## config.mk

```make
export PLATFORM = sky130hd
export DESIGN_NAME = text_writer
export DESIGN_NICKNAME = d
export VERILOG_FILES = /design/src/rtl/vga_pkg.sv /design/src/rtl/text_scroller.sv /design/src/rtl/text_writer.sv
export SDC_FILE = /design/constraint.sdc
export NUM_CORES = 1
export LEC_CHECK = 0
export CORE_ASPECT_RATIO = 0.6
export CORE_MARGIN = 1
export CORE_UTILIZATION = 29
export CTS_BUF_LIST = sky130_fd_sc_hd__clkbuf_4 sky130_fd_sc_hd__clkbuf_8
export CTS_CLUSTER_DIAMETER = 60
export CTS_CLUSTER_SIZE = 8
export DETAILED_ROUTE_END_ITERATION = 7
export PLACE_DENSITY_LB_ADDON = 0.2
export RECOVER_POWER = 25
export SKIP_LAST_GASP = 1
export SLEW_MARGIN = 20
export SYNTH_ARGS = -nofsm -noshare
export SYNTH_HDL_FRONTEND = slang
export SYNTH_SLANG_ARGS = --single-unit
```

## constraint.sdc

```tcl
create_clock -name clk -period 3.2 [get_ports clk]
set_input_delay 0.64 -clock clk [delete_from_list [all_inputs] [get_ports clk]]
set_output_delay 0.64 -clock clk [all_outputs]
set_load 0.02 [all_outputs]
```

## src/rtl/vga_pkg.sv

```systemverilog
// Shared definitions for the character-VRAM text writer: screen geometry,
// control codes and the writer state enumeration.
package vga_pkg;

  localparam int COLS_DEF = 70;
  localparam int ROWS_DEF = 30;

  localparam logic [7:0] ASCII_CR = 8'h0D;
  localparam logic [7:0] ASCII_BS = 8'h08;

  typedef enum logic [1:0] {
    IDLE,
    SCROLL,
    DRAIN,
    CLEAR
  } state_e;

endpackage

```

## src/rtl/text_scroller.sv

```systemverilog
// Address sequencer for the scroll-up copy and bottom-row clear, plus the
// register that pairs each VRAM read with its delayed write one row higher.
module text_scroller
  import vga_pkg::*;
#(
  parameter int COLS = COLS_DEF,
  parameter int ROWS = ROWS_DEF
) (
  input  logic       clk,
  input  logic       rst,
  input  state_e     state_i,
  input  logic       start_scroll_i,
  input  logic       start_clear_i,
  output logic       scroll_done_o,
  output logic       clear_done_o,
  output logic [6:0] rd_addr_h_o,
  output logic [4:0] rd_addr_v_o,
  input  logic [7:0] rd_data_i,
  output logic       wr_req_o,
  output logic [6:0] wr_addr_h_o,
  output logic [4:0] wr_addr_v_o,
  output logic [7:0] wr_data_o
);

  localparam logic [6:0] LastCol = 7'(COLS - 1);
  localparam logic [4:0] LastRow = 5'(ROWS - 1);

  logic [6:0] col_q, col_d;
  logic [4:0] row_q, row_d;
  logic       rdValid_q, rdValid_d;
  logic [6:0] rdH_q;
  logic [4:0] rdV_q;
  logic       atLastCol;

  always_comb begin
    col_d         = col_q;
    row_d         = row_q;
    atLastCol     = (col_q == LastCol);
    scroll_done_o = (state_i == SCROLL) && atLastCol && (row_q == LastRow);
    clear_done_o  = (state_i == CLEAR) && atLastCol;
    rdValid_d     = (state_i == SCROLL);

    // Counters park on the final address instead of running past the screen.
    if (start_scroll_i) begin
      col_d = '0;
      row_d = 5'd1;
    end else if (start_clear_i) begin
      col_d = '0;
      row_d = LastRow;
    end else if ((state_i == SCROLL) && !scroll_done_o) begin
      if (atLastCol) begin
        col_d = '0;
        row_d = row_q + 5'd1;
      end else begin
        col_d = col_q + 7'd1;
      end
    end else if ((state_i == CLEAR) && !atLastCol) begin
      col_d = col_q + 7'd1;
    end

    wr_req_o    = 1'b0;
    wr_addr_h_o = '0;
    wr_addr_v_o = '0;
    wr_data_o   = '0;
    if (rdValid_q) begin
      wr_req_o    = 1'b1;
      wr_addr_h_o = rdH_q;
      wr_addr_v_o = rdV_q - 5'd1;
      wr_data_o   = rd_data_i;
    end else if (state_i == CLEAR) begin
      wr_req_o    = 1'b1;
      wr_addr_h_o = col_q;
      wr_addr_v_o = LastRow;
    end
  end

  always_ff @(posedge clk) begin
    if (rst) begin
      col_q     <= '0;
      row_q     <= '0;
      rdValid_q <= 1'b0;
      rdH_q     <= '0;
      rdV_q     <= '0;
    end else begin
      col_q     <= col_d;
      row_q     <= row_d;
      rdValid_q <= rdValid_d;
      rdH_q     <= col_q;
      rdV_q     <= row_q;
    end
  end

  assign rd_addr_h_o = col_q;
  assign rd_addr_v_o = row_q;

endmodule

```

## src/rtl/text_writer.sv

```systemverilog
// Terminal-style character writer: places incoming ASCII codes at the cursor
// in character VRAM, handling enter, backspace and scroll-up at the bottom row.
module text_writer
  import vga_pkg::*;
#(
  parameter int COLS = COLS_DEF,
  parameter int ROWS = ROWS_DEF
) (
  input  logic       clk,
  input  logic       rst,
  input  logic       in_valid,
  input  logic [7:0] in_ascii,
  output logic       in_ready,
  output logic       vwr_en,
  output logic [6:0] vwr_addr_h,
  output logic [4:0] vwr_addr_v,
  output logic [7:0] vwr_data,
  output logic [6:0] vrd_addr_h,
  output logic [4:0] vrd_addr_v,
  input  logic [7:0] vrd_data,
  output logic [6:0] cur_x,
  output logic [4:0] cur_y
);

  localparam logic [6:0] LastCol = 7'(COLS - 1);
  localparam logic [4:0] LastRow = 5'(ROWS - 1);

  state_e     state_q, state_d;
  logic [6:0] curX_q, curX_d;
  logic [4:0] curY_q, curY_d;
  logic       wrEn_q, wrEn_d;
  logic [6:0] wrH_q, wrH_d;
  logic [4:0] wrV_q, wrV_d;
  logic [7:0] wrData_q, wrData_d;
  logic       accept, advance, startScroll, startClear;
  logic       scrollDone, clearDone, scWrReq;
  logic [6:0] scWrH;
  logic [4:0] scWrV;
  logic [7:0] scWrData;

  text_scroller #(.COLS(COLS), .ROWS(ROWS)) u_scroller (
    .clk           (clk),
    .rst           (rst),
    .state_i       (state_q),
    .start_scroll_i(startScroll),
    .start_clear_i (startClear),
    .scroll_done_o (scrollDone),
    .clear_done_o  (clearDone),
    .rd_addr_h_o   (vrd_addr_h),
    .rd_addr_v_o   (vrd_addr_v),
    .rd_data_i     (vrd_data),
    .wr_req_o      (scWrReq),
    .wr_addr_h_o   (scWrH),
    .wr_addr_v_o   (scWrV),
    .wr_data_o     (scWrData)
  );

  assign in_ready = (state_q == IDLE) && !rst;
  assign accept   = in_valid && in_ready;

  always_comb begin
    state_d     = state_q;
    curX_d      = curX_q;
    curY_d      = curY_q;
    wrEn_d      = 1'b0;
    wrH_d       = wrH_q;
    wrV_d       = wrV_q;
    wrData_d    = wrData_q;
    advance     = 1'b0;
    startScroll = 1'b0;
    startClear  = 1'b0;

    case (state_q)
      IDLE: begin
        if (accept) begin
          if (in_ascii == ASCII_CR) begin
            curX_d  = '0;
            advance = 1'b1;
          end else if (in_ascii == ASCII_BS) begin
            if (curX_q != '0) begin
              curX_d   = curX_q - 7'd1;
              wrEn_d   = 1'b1;
              wrH_d    = curX_q - 7'd1;
              wrV_d    = curY_q;
              wrData_d = 8'h00;
            end else if (curY_q != '0) begin
              curX_d   = LastCol;
              curY_d   = curY_q - 5'd1;
              wrEn_d   = 1'b1;
              wrH_d    = LastCol;
              wrV_d    = curY_q - 5'd1;
              wrData_d = 8'h00;
            end
          end else begin
            wrEn_d   = 1'b1;
            wrH_d    = curX_q;
            wrV_d    = curY_q;
            wrData_d = in_ascii;
            if (curX_q == LastCol) begin
              curX_d  = '0;
              advance = 1'b1;
            end else begin
              curX_d = curX_q + 7'd1;
            end
          end
          // On the bottom row the cursor stays put and the screen moves instead.
          if (advance) begin
            if (curY_q < LastRow) begin
              curY_d = curY_q + 5'd1;
            end else begin
              state_d     = SCROLL;
              startScroll = 1'b1;
            end
          end
        end
      end
      SCROLL: if (scrollDone) state_d = DRAIN;
      DRAIN: begin
        state_d    = CLEAR;
        startClear = 1'b1;
      end
      CLEAR: if (clearDone) state_d = IDLE;
      default: state_d = IDLE;
    endcase

    if (scWrReq) begin
      wrEn_d   = 1'b1;
      wrH_d    = scWrH;
      wrV_d    = scWrV;
      wrData_d = scWrData;
    end
  end

  always_ff @(posedge clk) begin
    if (rst) begin
      state_q  <= IDLE;
      curX_q   <= '0;
      curY_q   <= '0;
      wrEn_q   <= 1'b0;
      wrH_q    <= '0;
      wrV_q    <= '0;
      wrData_q <= '0;
    end else begin
      state_q  <= state_d;
      curX_q   <= curX_d;
      curY_q   <= curY_d;
      wrEn_q   <= wrEn_d;
      wrH_q    <= wrH_d;
      wrV_q    <= wrV_d;
      wrData_q <= wrData_d;
    end
  end

  assign vwr_en     = wrEn_q;
  assign vwr_addr_h = wrH_q;
  assign vwr_addr_v = wrV_q;
  assign vwr_data   = wrData_q;
  assign cur_x      = curX_q;
  assign cur_y      = curY_q;

endmodule

```

==> After elaboration in Yosys (flattened, before gate mapping) <==
Cells that the tools add are included.
{ "word_totals": {"out_inout_bits": 46, "wordCells": 134, "ff_bits": 60} }
{ "classes": {"n_mux": 67, "n_addsub": 7, "n_reduce_logical": 29, "eq_ne": 16, "magnitude_cmp": 1} }
{ "ops": {"columns": ["operator", "n"], "rows": [
  ["7-bit 2-to-1 mux", 15],
  ["5-bit 2-to-1 mux", 18],
  ["8-bit 2-to-1 mux", 8],
  ["1-bit 2-to-1 mux", 20],
  ["8-bit by 4-bit == test with 1-bit output (second input constant)", 2],
  ["7-bit by 1-bit adder with 7-bit output (second input constant)", 2],
  ["7-bit == test (second input constant)", 2],
  ["5-bit by 1-bit adder with 5-bit output (second input constant)", 2],
  ["2-bit 2-to-1 mux", 5],
  ["2-bit != test (second input constant)", 5],
  ["2-bit nonzero test", 5],
  ["5-bit by 1-bit subtractor with 5-bit output (second input constant)", 2],
  ["4-bit by 2-bit != test with 1-bit output (second input constant)", 2],
  ["2-bit case mux with 4 select lines", 1],
  ["2-bit AND reduction", 4],
  ["1-bit logical AND", 7],
  ["7-bit nonzero test", 1],
  ["7-bit by 1-bit subtractor with 7-bit output (second input constant)", 1],
  ["3-bit nonzero test", 2],
  ["5-bit == test (second input constant)", 1],
  ["5-bit less-than comparator (second input constant)", 1],
  ["5-bit AND reduction", 1],
  ["5-bit nonzero test", 1],
  ["2-bit == test (second input constant)", 2],
  ["8 further kinds", 10]
]} }

==> Logic depth before layout (Yosys ltp) <==
{ "logic_depth": {"ltp_word": 11, "ltp_mapped": 11} }

==> Modules after synthesis <==
A second synthesis with hierarchy kept.
{ "hier_totals": {"hier_cells": 466, "area_unflattened_um2": 3792.4} }
{ "modules_own_cells": {"columns": ["mod", "cells_per_inst", "area_per_inst_um2", "instances"], "rows": [
  ["text_writer", 313, 2508.7, 1],
  ["text_scroller", 153, 1283.7, 1]
]} }

==> Worst setup path before layout <==
No wires, ideal clock.
{ "synth_timing": {"kind": "register -> register", "start": "register curX_q[0], in the netlist cur_x[0]", "end": "register wrV_q[3], in the netlist vwr_addr_v[3]", "t_arrival_ps": 2458, "path_stages_with_launch": 11, "path_slack_ps": 671, "n_path_buf": 2, "cell_sequence": "dfxtp_1 > clkbuf_1 > inv_1 > ha_1 > nor3b_1 > buf_2 > nand4_2 > or4_4 > xor2_1 > a221o_1 > a21oi_1"} }
{ "synth_via": {"elab_chain_len": 7, "word_cells_on_any_way": 9, "cone_classes": "eq/ne (1); mux (6); reduce/logical (2)"} }
{ "synth_lines": {"columns": ["element", "line_no", "source"], "rows": [
  ["start: declaration", "text_writer.sv:29", "logic [6:0] curX_q, curX_d;"],
  ["start signal: assignment", "text_writer.sv:145", "curX_q <= curX_d;"],
  ["7-bit nonzero test *", "text_writer.sv:80", "if (curX_q != '0) begin"],
  ["5-bit 2-to-1 mux", "text_writer.sv:80", null],
  ["5-bit 2-to-1 mux", "text_writer.sv:79", "end else if (in_ascii == ASCII_BS) begin"],
  ["5-bit 2-to-1 mux", "text_writer.sv:76", "if (in_ascii == ASCII_CR) begin"],
  ["5-bit 2-to-1 mux", "text_writer.sv:75", "if (accept) begin"],
  ["5-bit 2-to-1 mux", "text_writer.sv:73", "case (state_q)"],
  ["5-bit 2-to-1 mux", "text_writer.sv:126", "if (scWrReq) begin"],
  ["end signal: assignment", "text_writer.sv:149", "wrV_q <= wrV_d;"],
  ["end: declaration", "text_writer.sv:33", "logic [4:0] wrV_q, wrV_d;"]
]} }
Every way passes the cells marked *; elsewhere a longest branch is shown, timed or not. The select of a mux whose other input is x is not followed.
A chain may end at the register's enable or synchronous reset.

==> Final worst setup path <==
{ "layout_timing": {"start": "register curX_q[1], in the netlist cur_x[1]", "end": "register wrH_q[6], in the netlist vwr_addr_h[6]"} }
{ "layout_via": {"elab_chain_len": 7, "word_cells_on_any_way": 10, "cone_classes": "add/sub (1); eq/ne (1); mux (6); reduce/logical (2)"} }
{ "layout_lines": {"columns": ["element", "line_no", "source"], "rows": [
  ["7-bit by 1-bit subtractor with 7-bit output / 7-bit nonzero test (equally long branches)", "text_writer.sv:83, text_writer.sv:80", null],
  ["7-bit 2-to-1 mux", "text_writer.sv:80", null],
  ["7-bit 2-to-1 mux", "text_writer.sv:79", null],
  ["7-bit 2-to-1 mux", "text_writer.sv:76", null],
  ["7-bit 2-to-1 mux", "text_writer.sv:75", null],
  ["7-bit 2-to-1 mux", "text_writer.sv:73", null],
  ["7-bit 2-to-1 mux", "text_writer.sv:126", null],
  ["end signal: assignment", "text_writer.sv:148", "wrH_q <= wrH_d;"],
  ["end: declaration", "text_writer.sv:32", "logic [6:0] wrH_q, wrH_d;"]
]} }
Parallel ways exist; a longest one is shown, timed or not. The select of a mux whose other input is x is not followed.

==> results.py <==
metrics = {
    "run_status": {
        "outcome": "finished clean",
    },
    "timing": {
        "max_transition_viols_final": 0,
        "final-hold-violation-count": 0,
        "worst_slew_pin_slew_ns": 1.15,
        "fin_tns_setup_ns": 0,
        "skew_ns": 0.00810,
        "finalSetupViolations": 0,
        "max_clock_freq_mhz": 346,
        "finalWorstPathRequiredPeriod_ns": 2.89,
        "fin_hold_ws_ns": 0.452,
        "grt_setup_unrepaired": "false",
        "max_slew_margin": 0.230,
        "final.period_utilization": 0.904,
    },
    "floorplanning": {
        "initial_standard_cell_utilization_of_the_core": 0.301,
        "io_pins": 65,
        "fp.dieArea_mm2": 0.0122,
        "core_area_mm2": 0.0114,
        "die_h_um": 86.1,
        "rows": 30,
        "floorplan.die.width_um": 142,
    },
    "yosys": {
        "syn-mean-instance-area_um2": 8.22,
        "synth_commonest_cells": "sky130_fd_sc_hd__dfxtp_1 (60), sky130_fd_sc_hd__nor2_1 (53), sky130_fd_sc_hd__nand2_1 (40)",
        "ys_ff_latch": 60,
        "fraction_of_the_yosys_area_taken_by_sequential_cells": 0.351,
        "count_of_flip_flops_with_a_built_in_enable_after_synthesis": 0,
        "synth_nets": 450,
        "synthDominantCellAreaShare": 0.351,
        "cell_taking_the_most_area_after_synthesis": "sky130_fd_sc_hd__dfxtp_1",
        "yosys.cell_count.top_type": "sky130_fd_sc_hd__dfxtp_1",
        "synthesis.area_mm2": 0.00342,
        "postSynth.asyncResetShare": 0,
        "synth_warnings": 0,
        "synthesis.instances": 416,
        "synth_area_leaders": "sky130_fd_sc_hd__dfxtp_1 (35%), sky130_fd_sc_hd__nor2_1 (5.8%), sky130_fd_sc_hd__ha_1 (5.5%), sky130_fd_sc_hd__nand2_1 (4.4%), sky130_fd_sc_hd__a21oi_1 (3.7%)",
        "postSynth.topFlopCell": "sky130_fd_sc_hd__dfxtp_1",
        "post_synth_num_cell_types": 62,
    },
    "clock_tree": {
        "clk_pin_slew_worst_paths_ns": 0.07,
        "tritoncts": "done",
        "post_cts_resized": 0,
        "cts_sinks": 60,
        "ctsRootBufferMaster": "sky130_fd_sc_hd__clkbuf_8",
        "postCtsSetupRepairBufs": 0,
        "cts_hold_buffers": 0,
        "cts_buffers": 9,
        "clock_insertion_delay_worst_skew_ns": 0.35,
        "worst_case_clock_buffer_depth": 2,
        "htree_num_levels": 3,
    },
    "global_route": {
        "wire_length_of_the_first_global_routing_pass_mm": 16.5,
        "pin_count_of_the_biggest_net_entering_global_routing": 53,
        "number_of_antenna_violations_at_the_first_check_in_global_routing": 0,
        "grt_remaining_overflow": 0,
        "first_global_vias": 3137,
        "global_router_s_overall_resource_usage": 0.175,
    },
    "pwr": {
        "power.internal_mw": 1.30,
        "power.net_switching_uw": 435,
        "combPwrFrac": 0.104,
        "share_of_total_power_consumed_by_net_switching": 0.250,
        "ir_drop_mv": 0.169,
        "clockPowerShare": 0.453,
        "pwr_density_cell_mw_per_mm2": 387,
        "power.static_leakage_nw": 1.67,
        "power.sequential.fraction": 0.443,
    },
    "place": {
        "hpwl_mm": 7.32,
        "port-buffer-count": 64,
        "place_congestion": 0.898,
    },
    "detailed_routing": {
        "num_vias": 3296,
        "firstDrtPassIters": 5,
        "drt-vias-per-instance": 5.09,
        "initialDrtViolationCount": 206,
        "drc_errors": 0,
        "finalWirelength_mm": 10.2,
        "avgRoutedWirePerCell_um": 15.7,
        "antenna_viol_nets_final": 0,
    },
    "critical_path": {
        "timing.critical_path.cells": "inv_1 -> ha_1 -> nor3b_1 -> nand2_1 -> o311ai_4 -> and2_1 -> buf_4 -> a21oi_1 -> a211oi_1",
        "crit_path_top_delay_cell": "sky130_fd_sc_hd__nor3b_1",
        "worst_reg2reg_path_startpoint": "cur_x[1]",
        "path_buf_inv": 2,
        "critical_path.max_stage_delay_ns": 0.57,
        "cp_data_arrival_time_ns": 3.14,
        "path_max_fanout": 13,
        "crit_required_ns": 3.45,
        "critPathCaptureType": "register",
        "worst_setup_path_start_kind": "register",
        "path_delay_family": "simple AND/OR/NAND/NOR gates",
        "critical_path.startpoint": "cur_x[1]",
        "worstSetupPathType": "reg2reg",
    },
    "job": {
        "maxCapViolations": 0,
    },
    "hold_path": {
        "holdCritPathClass": "reg2reg",
        "min_from": "vwr_addr_v[0]",
    },
    "layout": {
        "drive_above_1_share": 0.0986,
        "diodes_inserted": 0,
        "nets": 516,
        "area_growth_pct": 31.5,
    },
}
worst reg2reg max path, stage by stage (launching register included):
cell and delay, ns:
sky130_fd_sc_hd__dfxtp_1 0.42, sky130_fd_sc_hd__inv_1 0.12, sky130_fd_sc_hd__ha_1 0.18, sky130_fd_sc_hd__nor3b_1 0.57, sky130_fd_sc_hd__nand2_1 0.35, sky130_fd_sc_hd__o311ai_4 0.49, sky130_fd_sc_hd__and2_1 0.19, sky130_fd_sc_hd__buf_4 0.20
sky130_fd_sc_hd__a21oi_1 0.06, sky130_fd_sc_hd__a211oi_1 0.23
registers in the layout, indices dropped and copies added (netlist names):
| name | count |
|---|---|
| state_q | 2 |
| u_scroller.rd_addr_h_o | 7 |
| u_scroller.rdValid_q | 1 |
| u_scroller.rd_addr_v_o | 5 |
| cur_y | 5 |
| vwr_data | 8 |
| vwr_en | 1 |
| vwr_addr_v | 5 |
| u_scroller.rdV_q | 5 |
| cur_x | 7 |
| vwr_addr_h | 7 |
| u_scroller.rdH_q | 7 |
cells in the final DEF (no fill, tap or decap), types with 3 or more instances in the layout:
cell type,netlist,routed
sky130_fd_sc_hd__a211oi_1,14,14
sky130_fd_sc_hd__o21ai_1,5,5
sky130_fd_sc_hd__a211o_1,6,6
sky130_fd_sc_hd__clkbuf_8,0,10
sky130_fd_sc_hd__a21oi_1,25,25
sky130_fd_sc_hd__ha_1,15,15
sky130_fd_sc_hd__and2_1,4,4
sky130_fd_sc_hd__xor2_1,7,7
sky130_fd_sc_hd__nand2_1,40,40
sky130_fd_sc_hd__nor2b_1,14,14
sky130_fd_sc_hd__nand3_1,10,10
sky130_fd_sc_hd__a221oi_1,5,5
sky130_fd_sc_hd__nor3_1,8,8
sky130_fd_sc_hd__clkinv_2,0,3
sky130_fd_sc_hd__clkdlybuf4s50_1,0,50
sky130_fd_sc_hd__o21a_1,5,5
sky130_fd_sc_hd__mux2i_1,7,7
sky130_fd_sc_hd__xnor2_1,9,9
sky130_fd_sc_hd__a221o_1,4,4
sky130_fd_sc_hd__dlygate4sd3_1,0,13
sky130_fd_sc_hd__o21ai_0,18,18
sky130_fd_sc_hd__dfxtp_1,60,60
sky130_fd_sc_hd__buf_4,0,16
sky130_fd_sc_hd__a31oi_1,6,6
sky130_fd_sc_hd__inv_1,16,16
sky130_fd_sc_hd__o31ai_1,3,3
sky130_fd_sc_hd__a22oi_1,3,3
sky130_fd_sc_hd__and4_1,4,4
sky130_fd_sc_hd__nand4_1,7,7
sky130_fd_sc_hd__nor2_1,53,53
power groups by stage:
stage / clock, mW / combinational (mW) / sequential [mW]
after floorplan: 0 / 0.0784 / 0.803
after CTS: 0.809 / 0.185 / 0.771
after global placement: 0 / 0.183 / 0.787
after detailed placement: 0 / 0.184 / 0.787
final: 0.788 / 0.182 / 0.770
after global routing: 0.844 / 0.196 / 0.772
per-stage QoR:
step                      setup WS [ns]  area [um2]  std cells   util  power, mW
after floorplan                   0.671        3420        416      -      0.882
after global placement            0.273        4280        631  0.376      0.970
after detailed placement          0.218        4280        631  0.376      0.971
after CTS                         0.364        4500        647  0.396       1.76
after global routing              0.174        4500        647  0.395       1.81
final                             0.308        4500        647  0.395       1.74
logic make-up (layout without fill, tap and decap cells):
family | Yosys count | count (layout) | synth area share
buf+inv | 42 | 113 | 0.0476
mux | 9 | 9 | 0.0271
compound gates | 111 | 111 | 0.229
simple gates | 163 | 163 | 0.249
xor+xnor | 16 | 16 | 0.0410
fa+ha+maj | 15 | 15 | 0.0549
flops | 60 | 60 | 0.351
routing by layer:
layer  global-route usage  wire length [um]  up-vias
met5                    0                 0        -
met4               0.0420               105        0
met3               0.0614               745       12
met2                0.246              4040      109
met1                0.249              5260     1558
li1                     -                 -     1617
final cells by class:
cell class / instances / area, um2
Clock buffer: 11 / 145
Clock inverter: 5 / 75.1
Fill cell: 1173 / 6880
Inverter: 16 / 60.1
Multi-Input combinational cell: 314 / 2060
Sequential cell: 60 / 1200
Tap cell: 160 / 200
Timing Repair Buffer: 81 / 759
path summary, 6_finish.rpt:
path | cells after the start | slack [ns] | end
setup / recovery | 9 | 0.31 | vwr_addr_h[6]
hold / removal | 2 | 0.45 | vwr_addr_v[0]
setup reg to reg | 9 | 0.31 | vwr_addr_h[6]
hold reg to reg | 2 | 0.45 | vwr_addr_v[0]
Note: power is estimated with default switching activity, not from simulation.
==> edit, RTL diff (same settings) <==
Reset style: asynchronous (`rst`), changed in 2 clocked blocks.
--- a/src/rtl/text_scroller.sv
+++ b/src/rtl/text_scroller.sv
@@ -76,3 +76,3 @@
 
-  always_ff @(posedge clk) begin
+  always_ff @(posedge clk or posedge rst) begin
     if (rst) begin
--- a/src/rtl/text_writer.sv
+++ b/src/rtl/text_writer.sv
@@ -133,3 +133,3 @@
 
-  always_ff @(posedge clk) begin
+  always_ff @(posedge clk or posedge rst) begin
     if (rst) begin
Behaviour: differs if rst is asserted again (counterexample within 4 cycles, from zero or initial values and one cycle with rst high); with rst held inactive, the same outputs for 4 cycles.
==> edit against the unedited design <==
Synthesized cell count fell by 5.3%; setup slack improved by 0.067 ns; register-to-register slack improved by 0.32 ns; wire length up 6.4%; largest cell class unchanged; critical endpoint is now in_ready; design area rose by 5.7%; area after synthesis is 7.3% higher; sequential cell count unchanged; highest routed layer unchanged.
Power is not compared: it rests on default switching activity, and its combinational part moved more than twofold at a synthesized area within 25%.
==> edit: results <==
set metrics [dict create \
    outcome "finished clean" \
    synthCells 394 \
    worst_slew_pin_slew_ns 1.037 \
    routabilityCongestion 0.8521 \
    synthMuxAreaShare_pct 3.750 \
    clockBufferDepth 2 \
    grt_max_degree 37 \
    startpoint "rst" \
    cp_max_fo 3 \
    critical_path.reg2reg.startpoint "cur_x[0]$_DFFE_PP0P_" \
    hold_end "u_scroller.rdV_q[4]$_DFF_PP0_" \
    crit_path_max_incr_delay_ns 0.68 \
    via_per_inst 5.171 \
    grt_pass1_wl_um 17310 \
    synth_compound_area_share_pct 19.30 \
    ys_types 64 \
    fillCellCount 1235 \
    synth-xor-area-share_pct 3.341 \
    synth_nets 429 \
    fin_skew_ns 0.005311 \
    min_path_cells 0 \
    dpl_cell_area_sq_um 4577 \
    synth_common_cells "dfrtp_1, nor2_1, nand2_1" \
    rr_worst_depth 8 \
    pre_cts_slack_ns 0.1511 \
    dpl.cell_count 621 \
    slowest_stage "clkdlybuf4s50_1" \
    synthAdderAreaFrac_pct 5.455 \
    grt_pass1_vias 3141 \
    ys_seq_area_share_pct 40.91 \
    drt_iter0_markers 226 \
    critical_path.reg2reg.endpoint "vwr_addr_v[4]$_DFFE_PP0P_" \
    synthArstFlopShare_pct 100.0 \
    drt-total-wl_um 10800 \
    final_nets 502 \
    reg2reg_slack_ns 0.63 \
    worstSetupEndpoint "in_ready" \
    holdWs_ns 0.4657 \
    min_from "u_scroller.rd_addr_v_o[4]$_DFFE_PP0P_" \
    final_cells 637 \
    dp_hpwl_um 7936 \
]
[edit: layout make-up]
class	count	area (sq um)	share of cell area, %
Multi-Input combinational cell	299	2012	42.33
Sequential cell	60	1501	31.59
Timing Repair Buffer	82	785.8	16.53
Tap cell	165	206.4	4.343
Clock buffer	11	138.9	2.922
Inverter	15	56.30	1.185
Clock inverter	5	52.55	1.106
[edit: routing by layer]
metal | share of wire, % | routed length (um) | vias to the layer above | GRT usage, %
met3 | 6.6 | 716 | 13 | 4.133
met1 | 53 | 5757 | 1584 | 26.56
met4 | 1.5 | 157 | 0 | 6.279
met5 | 0 | 0 | - | 0
met2 | 39 | 4171 | 110 | 23.71
li1 | - | - | 1587 | -
[edit: power breakdown]
part	total, mW	leakage (nW)	internal [mW]	switching (mW)
Combinational	0.0849	1.08	0.0394	0.0456
Sequential	0.766	0.678	0.763	0.00274
Clock	0.685	0.0999	0.373	0.312
[edit: critical path, delay by kind of cell]
family	cells	cell delay (ns)
buffers and inverters	2	1.26
and+or+nand+nor	1	0.29
